[src/rtl/seq_detect_param.sv]
// -----------------------------------------------------------------------------
// seq_detect_param
//
// Parametrised serial pattern detector. Watches a qualified serial bit stream
// and raises a registered one-cycle pulse whenever the last N accepted bits
// equal the current pattern (MSB = first bit received). The pattern can be
// replaced at runtime, overlapping matches are selectable at elaboration time,
// and a saturating counter tallies matches.
//
// Parameters
//   N        pattern length in bits (legal range 2..16)
//   PATTERN  pattern loaded at reset, MSB first
//   OVERLAP  1: a match keeps its bits for the next match; 0: history restarts
//   CNT_W    width of the match counter
//
// Ports
//   clk        rising-edge clock
//   reset      synchronous, active-high reset
//   x          serial data bit
//   x_valid    qualifies x; a bit is consumed only when high
//   pat_load   replace the pattern with pat_in and flush the history
//   pat_in     new pattern value (MSB = first bit)
//   clr_cnt    clear the match counter (wins over an increment)
//   z          registered one-cycle match pulse
//   match_cnt  saturating match count
//   armed      history holds N-1 valid bits, so the next bit can complete a match
// -----------------------------------------------------------------------------
module seq_detect_param #(
    parameter int             N       = 3,
    parameter logic [N-1:0]   PATTERN = 3'b101,
    parameter bit             OVERLAP = 1'b1,
    parameter int             CNT_W   = 8
) (
    input  logic             clk,
    input  logic             reset,
    input  logic             x,
    input  logic             x_valid,
    input  logic             pat_load,
    input  logic [N-1:0]     pat_in,
    input  logic             clr_cnt,
    output logic             z,
    output logic [CNT_W-1:0] match_cnt,
    output logic             armed
);

    // fill counts 0..N-1; one extra bit is never needed because it saturates.
    localparam int               FILL_W = (N <= 2) ? 1 : $clog2(N);
    localparam logic [FILL_W-1:0] FULL  = FILL_W'(N - 1);

    // Counter increment that sticks at all-ones instead of wrapping.
    function automatic logic [CNT_W-1:0] sat_inc(input logic [CNT_W-1:0] v);
        if (&v) begin
            return v;
        end
        return v + 1'b1;
    endfunction

    // Registered state
    logic [N-1:0]      pattern;
    logic [N-2:0]      history;
    logic [FILL_W-1:0] fill;

    // Next-state / next-output values
    logic [N-1:0]      pattern_next;
    logic [N-2:0]      history_next;
    logic [FILL_W-1:0] fill_next;
    logic              z_next;
    logic [CNT_W-1:0]  cnt_next;
    logic              armed_next;

    // Shared decode
    logic [N-1:0]      candidate;
    logic              accept;
    logic              full;
    logic              hit;

    // The newest bit joins the history at the LSB; the low N-1 bits of this
    // candidate are also the shifted history, which covers N=2 without a
    // special case.
    assign candidate = {history, x};
    assign accept    = x_valid & ~pat_load;
    assign full      = (fill == FULL);
    assign hit       = accept & full & (candidate == pattern);

    // -------------------------------------------------------------------------
    // State register
    // -------------------------------------------------------------------------
    always_ff @(posedge clk) begin
        if (reset) begin
            pattern   <= PATTERN;
            history   <= '0;
            fill      <= '0;
            z         <= 1'b0;
            match_cnt <= '0;
            armed     <= 1'b0;
        end else begin
            pattern   <= pattern_next;
            history   <= history_next;
            fill      <= fill_next;
            z         <= z_next;
            match_cnt <= cnt_next;
            armed     <= armed_next;
        end
    end

    // -------------------------------------------------------------------------
    // Next-state logic: fill is the FSM state (FILL below N-1, ARMED at N-1)
    // -------------------------------------------------------------------------
    always_comb begin
        pattern_next = pattern;
        history_next = history;
        fill_next    = fill;

        if (pat_load) begin
            // A new pattern invalidates any partial match; the bit on x this
            // cycle is dropped.
            pattern_next = pat_in;
            history_next = '0;
            fill_next    = '0;
        end else if (x_valid) begin
            if (hit && !OVERLAP) begin
                // Non-overlapping: the next match needs N fresh bits.
                history_next = '0;
                fill_next    = '0;
            end else begin
                history_next = candidate[N-2:0];
                fill_next    = full ? fill : fill + 1'b1;
            end
        end
    end

    // -------------------------------------------------------------------------
    // Output logic: values registered on the same edge as the state
    // -------------------------------------------------------------------------
    always_comb begin
        z_next     = hit;
        armed_next = (fill_next == FULL);

        if (clr_cnt) begin
            cnt_next = '0;
        end else if (hit) begin
            cnt_next = sat_inc(match_cnt);
        end else begin
            cnt_next = match_cnt;
        end
    end

endmodule

[config.mk]
export PLATFORM = sky130hd
export DESIGN_NAME = seq_detect_param
export DESIGN_NICKNAME = d
export VERILOG_FILES = /design/src/rtl/seq_detect_param.sv
export SDC_FILE = /design/constraint.sdc
export NUM_CORES = 1
export LEC_CHECK = 0
export CAP_MARGIN = 20
export CORE_MARGIN = 5
export CORE_UTILIZATION = 52
export DETAILED_ROUTE_END_ITERATION = 12
export GPL_ROUTABILITY_DRIVEN = 1
export PLACE_DENSITY = 0.9
export SETUP_SLACK_MARGIN = 0.3
export SKIP_CTS_REPAIR_TIMING = 1
export SLEW_MARGIN = 10
export SYNTH_ARGS = -nofsm -noshare
export SYNTH_HDL_FRONTEND = slang
export SYNTH_SLANG_ARGS = --single-unit
[constraint.sdc]
create_clock -name clk -period 3.74 [get_ports clk]
set_clock_uncertainty 0.2 [all_clocks]
set_input_delay 1.122 -clock clk [delete_from_list [all_inputs] [get_ports clk]]
set_output_delay 1.122 -clock clk [all_outputs]
set_load 0.01 [all_outputs]
# Word level (Yosys, flattened, before mapping)
# Index checks and enable logic that the tools add are counted.
# classes
add_sub_neg	2
eq_ne	4
mux	7
bitwise_logic	4
n_reduce_logical	4
# op_table
cell	count
$add 8x1->8 const B	1
$mux 8	1
$reduce_and 8->1	1
$mux 2	3
$eq 2x2->1 const B	2
$reduce_or 2->1	2
$and 1x1->1	3
$eq 3x3->1	1
$mux 1	3
$add 2x1->2 const B	1
$ne 2x2->1 const B	1
$reduce_and 2->1	1
$not 1->1	1
# totals
reg_bits	17
in_bits	9
output_inout_bits	10
word_cells	27

# Logic depth before layout (Yosys ltp)
# Gate-level depths: netlist of run 1.
# logic_depth
depth_word	8
ltp_mapped	7
depth_no_buf	6

# Worst setup path after synthesis of run 1
# No wires, ideal clock.
# synth_path
path_kind	input to register
from	input x_valid
to	register match_cnt[3]
setup_time_ps	59
arrival_time_ps	2127
required_time_ps	3481
path_slack_ps	1354
stages	5
n_path_buf	1
cell_sequence	buf_6 and3b_4 nand4_4 or4_1 nand2_1
# synth_via
elab_chain_len	4
# synth_rtl
item	line_no	rtl
start: declaration	37	input logic x_valid,
$and 1x1->1	81	assign accept = x_valid & ~pat_load;
$and 1x1->1 (2 in series)	83	assign hit = accept & full & (candidate == pattern);
$reduce_and 2->1 (no line)	-	
end signal: assignment	101	match_cnt <= cnt_next;
end: declaration	42	output logic [CNT_W-1:0] match_cnt,
# No other way between the ends.
# A chain may end at the register's enable or synchronous reset.

# Worst setup path in the final report of run 1
# layout_path
from	input pat_load
to	register match_cnt[3]
# layout_via
elab_chain_len	5
# layout_rtl
item	line_no	rtl
start: declaration	38	input logic pat_load,
$not 1->1	81	
$and 1x1->1	81	
$and 1x1->1 (2 in series)	83	
$reduce_and 2->1 (no line)	-	
# No other way between the ends.

==> flow_metrics.env, run 1 <==
export IMPL_port_buffers=18
export IMPL_diodes=0
export IMPL_power_density_nw_per_um2=300.4
export IMPL_syn_to_final_growth_pct=23.49
export IMPL_clock_latency_ns=0.29
export IMPL_p_switching_mw=0.07478
export IMPL_relSlewSlack=0.7605
export IMPL_grt_use_total=0.1486
export IMPL_rr_worst_depth=6
export IMPL_ys_top_cells_by_count="dfxtp_1 (17), mux2i_1 (6), nor3_1 (6)"
export IMPL_synth_xor_xnor_area_share=0.04846
export IMPL_routedWlPerCell_um=13.71
export IMPL_yosys_area_share_adder=0.04405
export IMPL_netlist_instances=89
export IMPL_synth_area_leaders="dfxtp_1 (40%), mux2i_1 (7.0%), ha_1 (4.4%)"
export IMPL_cts_max_level=1
export IMPL_cts_tree="done"
export IMPL_syn_area_um2=852.1
export IMPL_chipHeight_um=50.48
export IMPL_setup_viol=0
export IMPL_synth_edf_count=0
export IMPL_seqPwrFrac=0.592
export IMPL_ios=19
export IMPL_drt_total_wl_um=1673
export IMPL_synth_top_area_share=0.3994
export IMPL_synthFlopType="dfxtp_1"
export IMPL_end_kind="register"
export IMPL_setup_slack_ns=0.9046
export IMPL_drive_above_1_share=0.1038
export IMPL_detail_route_antenna_nets=0
export IMPL_min_path_cells=2
export IMPL_crit_chain="clkdlybuf4s50_1 -> and3b_4 -> nand4_4 -> or4_1 -> nand2_1"
export IMPL_netlist_cell_type_count=33
export IMPL_ys_seq_area_frac=0.3994
export IMPL_antenna_found_initial=0
export IMPL_placedCellCount=118
export IMPL_clockBufferDepth=2
export IMPL_nNetsFinal=119
export IMPL_coreArea_um2=1524
export IMPL_cp_required_ns=3.78
export IMPL_drc=0
export IMPL_cts_made_buffers=3
export IMPL_cpLargestDelayFamily="simple AND/OR/NAND/NOR gates"
export IMPL_synth_fp_nets=101
export IMPL_clk_pin_slew_ns=0.10
export IMPL_path_max_fanout=11
export IMPL_initial_core_util=0.5591
export IMPL_p_sw_frac=0.2365
export IMPL_cp_arrival_ns=2.88
export IMPL_tightest_slew_ns=0.3581
export IMPL_synth_most_common_cell="dfxtp_1"
export IMPL_pwr_share_clk=0.310
export IMPL_grt_pass1_vias=731
export IMPL_die_width_um=50.48
export IMPL_leakagePower_nw=0.3957
export IMPL_synthSimpleGateAreaFrac=0.2570
export IMPL_crit_type="in -> reg"
export IMPL_cp_num_buf_inv=1
export IMPL_internal_power_mw=0.2414
export IMPL_path_depth=5
export IMPL_synth_mux_area_frac=0.07048
export IMPL_pre_cts_ws_ns=0.5884
export IMPL_fin_crit_sh=0.7581
export IMPL_finalMaxSlewViolations=0
export IMPL_ys_warn_count=0
export IMPL_synth_async_sr_flop_share=0
export IMPL_synth_compound_area_share=0.1395
export IMPL_critPathMaxStageDelay_ns=0.59
export IMPL_grt_pass1_wl_um=2987
export IMPL_final_area_um2=1052
export IMPL_rsz0062_at_grt="false"
export IMPL_gp_congestion=0.8584
export IMPL_grt_ovfl_total=0
export IMPL_maxCapViolations=0
export IMPL_fmax_mhz=352.7
export IMPL_yosysTopAreaCell="dfxtp_1"
export IMPL_combPwrFrac=0.099
export IMPL_start_kind="input pin"
export IMPL_synth_top_family_by_area="simple AND/OR/NAND/NOR gates"
export IMPL_finalHoldViolCount=0
export IMPL_rows=14
export IMPL_drt_iter0_drc=8
export IMPL_final_util=0.6905
export IMPL_status="completed"
export IMPL_cts_sinks=17
export IMPL_grt_max_degree=12
export IMPL_fin_tns_setup_ns=0
export IMPL_min_path_type="reg -> reg"
export IMPL_cts_root_buf="clkbuf_4"
export IMPL_cp_slowest_cell="clkdlybuf4s50_1"
export IMPL_dp_hpwl_um=1321
export IMPL_dr_total_vias=723
export IMPL_die_area_um2=2548
export IMPL_min_period_ns=2.835
export IMPL_final_cells=122
export IMPL_firstDrtPassIters=4
export IMPL_place_area_um2=1025
export IMPL_ys_seq_elements=17
export IMPL_synth_area_per_cell_um2=9.574
export IMPL_via_per_inst=5.926
export IMPL_peakVddDrop_mv=0.1789
==> routing by layer <==
metal / GRT usage / share of wire / vias to the layer above
met3: 0.05621 / 0.065 / 4
met1: 0.1472 / 0.38 / 335
met5: 0 / 0 / -
met2: 0.2727 / 0.54 / 19
met4: 0.05957 / 0.011 / 0
li1: - / - / 365
==> power by group through the flow <==
stage / Sequential (mW) / Combinational, mW / Clock (mW)
3_5_place_dp: 0.191 / 0.0313 / 0
5_1_grt: 0.188 / 0.0344 / 0.112
3_3_place_gp: 0.191 / 0.0301 / 0
6_report: 0.187 / 0.0311 / 0.0979
2_1_floorplan: 0.191 / 0.0205 / 0
4_1_cts: 0.187 / 0.0314 / 0.102
==> cell type report <==
class / count / area, um2
Clock buffer: 3 / 22.52
Fill cell: 123 / 471.7
Multi-Input combinational cell: 65 / 476.7
Tap cell: 16 / 20.02
Sequential cell: 17 / 340.3
Clock inverter: 1 / 5.005
Inverter: 2 / 7.507
Timing Repair Buffer: 18 / 180.2
==> path summary, 6_finish.rpt <==
kind	from	endpoint	slack (ns)
setup / recovery	pat_load	match_cnt[3]	0.90
setup reg to reg	fill[0]	match_cnt[3]	1.95
hold / removal	match_cnt[5]	match_cnt[5]	0.31
hold reg to reg	match_cnt[5]	match_cnt[5]	0.31
==> cell families after synthesis <==
logic type | after synthesis
buffers and inverters | 7
AND/OR/NAND/NOR | 36
adder cells (fa/ha/maj) | 3
multiplexers | 6
flip-flops | 17
XOR/XNOR | 3
AO/OA/AOI/OAI | 17
==> placed cells by master (no fill, tap or decap), drive strengths merged, types with 2 or more instances in the layout <==
cell type and count:
a211o 2, a211oi 2, a21oi 2, a31oi 2
and3 2, and4 2, clkbuf 3, clkdlybuf4s50 18
dfxtp 17, ha 3, inv 2, mux2i 6
nand2 5, nand3 3, nand4 3, nor2 5
nor2b 2, nor3 6, o211ai 3, o21ai 3
or2 2, or3 2, or4 2, xnor2 3
==> per-stage QoR <==
step | hold WS [ns] | total power [mW]
detailed placement | 0.3051 | 0.2226
CTS | 0.3179 | 0.3207
global placement | 0.2888 | 0.2213
global route | 0.3496 | 0.3346
floorplan | 0.3095 | 0.2114
finish | 0.3132 | 0.3161
==> state kept, by name, indices dropped and copies added (netlist names) <==
register / count
armed: 1
match_cnt: 8
z: 1
history: 2
fill: 2
pattern: 3
==> worst min-delay path, stage by stage (launching register included) <==
cell	delay, ns
dfxtp_1	0.35
nand2_1	0.06
mux2i_1	0.06
Note: power is estimated with default switching activity, not from simulation.
==> inputs of run 2 (changes only) <==
Settings changed: CORE_UTILIZATION 52 to 48, PLACE_DENSITY 0.9 to 0.85.
Clock period 3.74 ns to 2.7 ns, I/O delays scaled along.
==> run 2 against run 1 <==
Sequential power rose by 39%. Combinational power rose by 49%. Non-clock buffer count rose by 3. Largest power group unchanged.
==> flow_metrics.env, run 2 (synthesis results as in run 1) <==
export IMPL_cts_tree="done"
export IMPL_cp_num_buf_inv=1
export IMPL_chipHeight_um=52.13
export IMPL_final_util=0.6352
export IMPL_firstDrtPassIters=4
export IMPL_cp_required_ns=1.69
export IMPL_grt_max_degree=11
export IMPL_whs_ns=0.3145
export IMPL_rows=15
export IMPL_grt_pass1_vias=629
export IMPL_dp_hpwl_um=1283
export IMPL_placedCellCount=130
export IMPL_largest_reg_flops=8
export IMPL_routedWlPerCell_um=12.24
export IMPL_status="completed"
export IMPL_p_switching_mw=0.1033
export IMPL_min_path_cells=2
export IMPL_power_density_nw_per_um2=408.1
export IMPL_port_buffers=18
export IMPL_critPathMaxStageDelay_ns=0.57
export IMPL_cp_slowest_cell="clkdlybuf4s50_1"
export IMPL_peakVddDrop_mv=0.3832
export IMPL_path_max_fanout=8
export IMPL_maxCapViolations=0
export IMPL_crit_chain="clkdlybuf4s50_1"
export IMPL_clock_latency_ns=0.30
export IMPL_clk_pin_slew_ns=0.10
export IMPL_setup_slack_ns=0.3878
export IMPL_start_kind="register"
export IMPL_drc=0
export IMPL_final_cells=134
export IMPL_power_mw=0.4427
export IMPL_seqPwrFrac=0.585
export IMPL_detail_route_antenna_nets=0
export IMPL_place_area_um2=1059
export IMPL_final_area_um2=1085
export IMPL_diodes=0
export IMPL_fmax_mhz=432.5
export IMPL_pre_cts_ws_ns=0.1297
export IMPL_antenna_found_initial=0
export IMPL_rr_worst_depth=5
export IMPL_min_period_ns=2.312
export IMPL_crit_type="reg -> out"
export IMPL_cts_max_level=1
export IMPL_top_register="match_cnt"
export IMPL_pwr_share_clk=0.310
export IMPL_coreArea_um2=1708
export IMPL_gp_congestion=0.8668
export IMPL_drt_iter0_drc=13
export IMPL_end_kind="output pin"
export IMPL_cts_root_buf="clkbuf_4"
export IMPL_syn_to_final_growth_pct=27.31
export IMPL_fin_crit_sh=0.8564
export IMPL_via_per_inst=5.321
export IMPL_fin_tns_setup_ns=0
export IMPL_nNetsFinal=122
export IMPL_internal_power_mw=0.3394
export IMPL_combPwrFrac=0.105
export IMPL_leakagePower_nw=0.4074
export IMPL_grt_pass1_wl_um=2753
export IMPL_cts_sinks=17
export IMPL_drt_total_wl_um=1640
export IMPL_die_width_um=52.13
export IMPL_clockBufferDepth=2
export IMPL_min_path_type="reg -> reg"
export IMPL_relSlewSlack=0.8008
export IMPL_grt_use_total=0.1368
export IMPL_finalMaxSlewViolations=0
export IMPL_grt_ovfl_total=0
export IMPL_cts_made_buffers=3
export IMPL_p_sw_frac=0.2333
export IMPL_drive_above_1_share=0.1193
export IMPL_tightest_slew_ns=0.2967
export IMPL_dr_total_vias=713
export IMPL_largestRegisters="match_cnt (8), pattern (3)"
export IMPL_finalHoldViolCount=0
export IMPL_cpLargestDelayFamily="buffers and inverters"
export IMPL_layout_common_cells="clkdlybuf4s50_1 (18), dfxtp_1 (17), mux2i_1 (6), nor3_1 (6)"
export IMPL_cp_arrival_ns=1.30
export IMPL_die_area_um2=2718
export IMPL_rsz0062_at_grt="false"
export IMPL_path_depth=1
export IMPL_setup_viol=0
export IMPL_initial_core_util=0.4989
export IMPL_ios=19
export IMPL_mostFrequentLayoutCell="clkdlybuf4s50_1"
-- run 2: path summary, 6_finish.rpt --
| kind | from | end | slack [ns] |
|---|---|---|---|
| max | match_cnt[2] | match_cnt[2] | 0.39 |
| min | match_cnt[1] | match_cnt[1] | 0.31 |
| max reg2reg | match_cnt[0] | match_cnt[5] | 0.93 |
| min reg2reg | match_cnt[1] | match_cnt[1] | 0.31 |
-- run 2: layer usage --
layer,part of all wire,up-vias,GRT usage,routed length (um)
li1,-,369,-,-
met2,0.50,18,0.2238,819
met3,0.055,2,0.06017,91
met5,0,-,0,0
met4,0.0055,0,0.02553,9
met1,0.44,324,0.1667,720
-- run 2: final cells by class --
| type | instances | area [um2] |
|---|---|---|
| Multi-Input combinational cell | 65 | 476.7 |
| Clock buffer | 4 | 26.28 |
| Fill cell | 147 | 623.1 |
| Timing Repair Buffer | 21 | 202.7 |
| Inverter | 2 | 7.507 |
| Sequential cell | 17 | 340.3 |
| Tap cell | 25 | 31.28 |
-- run 2: power groups by stage --
stage | combinational, mW | sequential (mW) | clock, mW
final | 0.0463 | 0.259 | 0.137
after global routing | 0.0508 | 0.260 | 0.150
after CTS | 0.0467 | 0.259 | 0.142
after detailed placement | 0.0464 | 0.265 | 0
after global placement | 0.0454 | 0.265 | 0
after floorplan | 0.0284 | 0.264 | 0
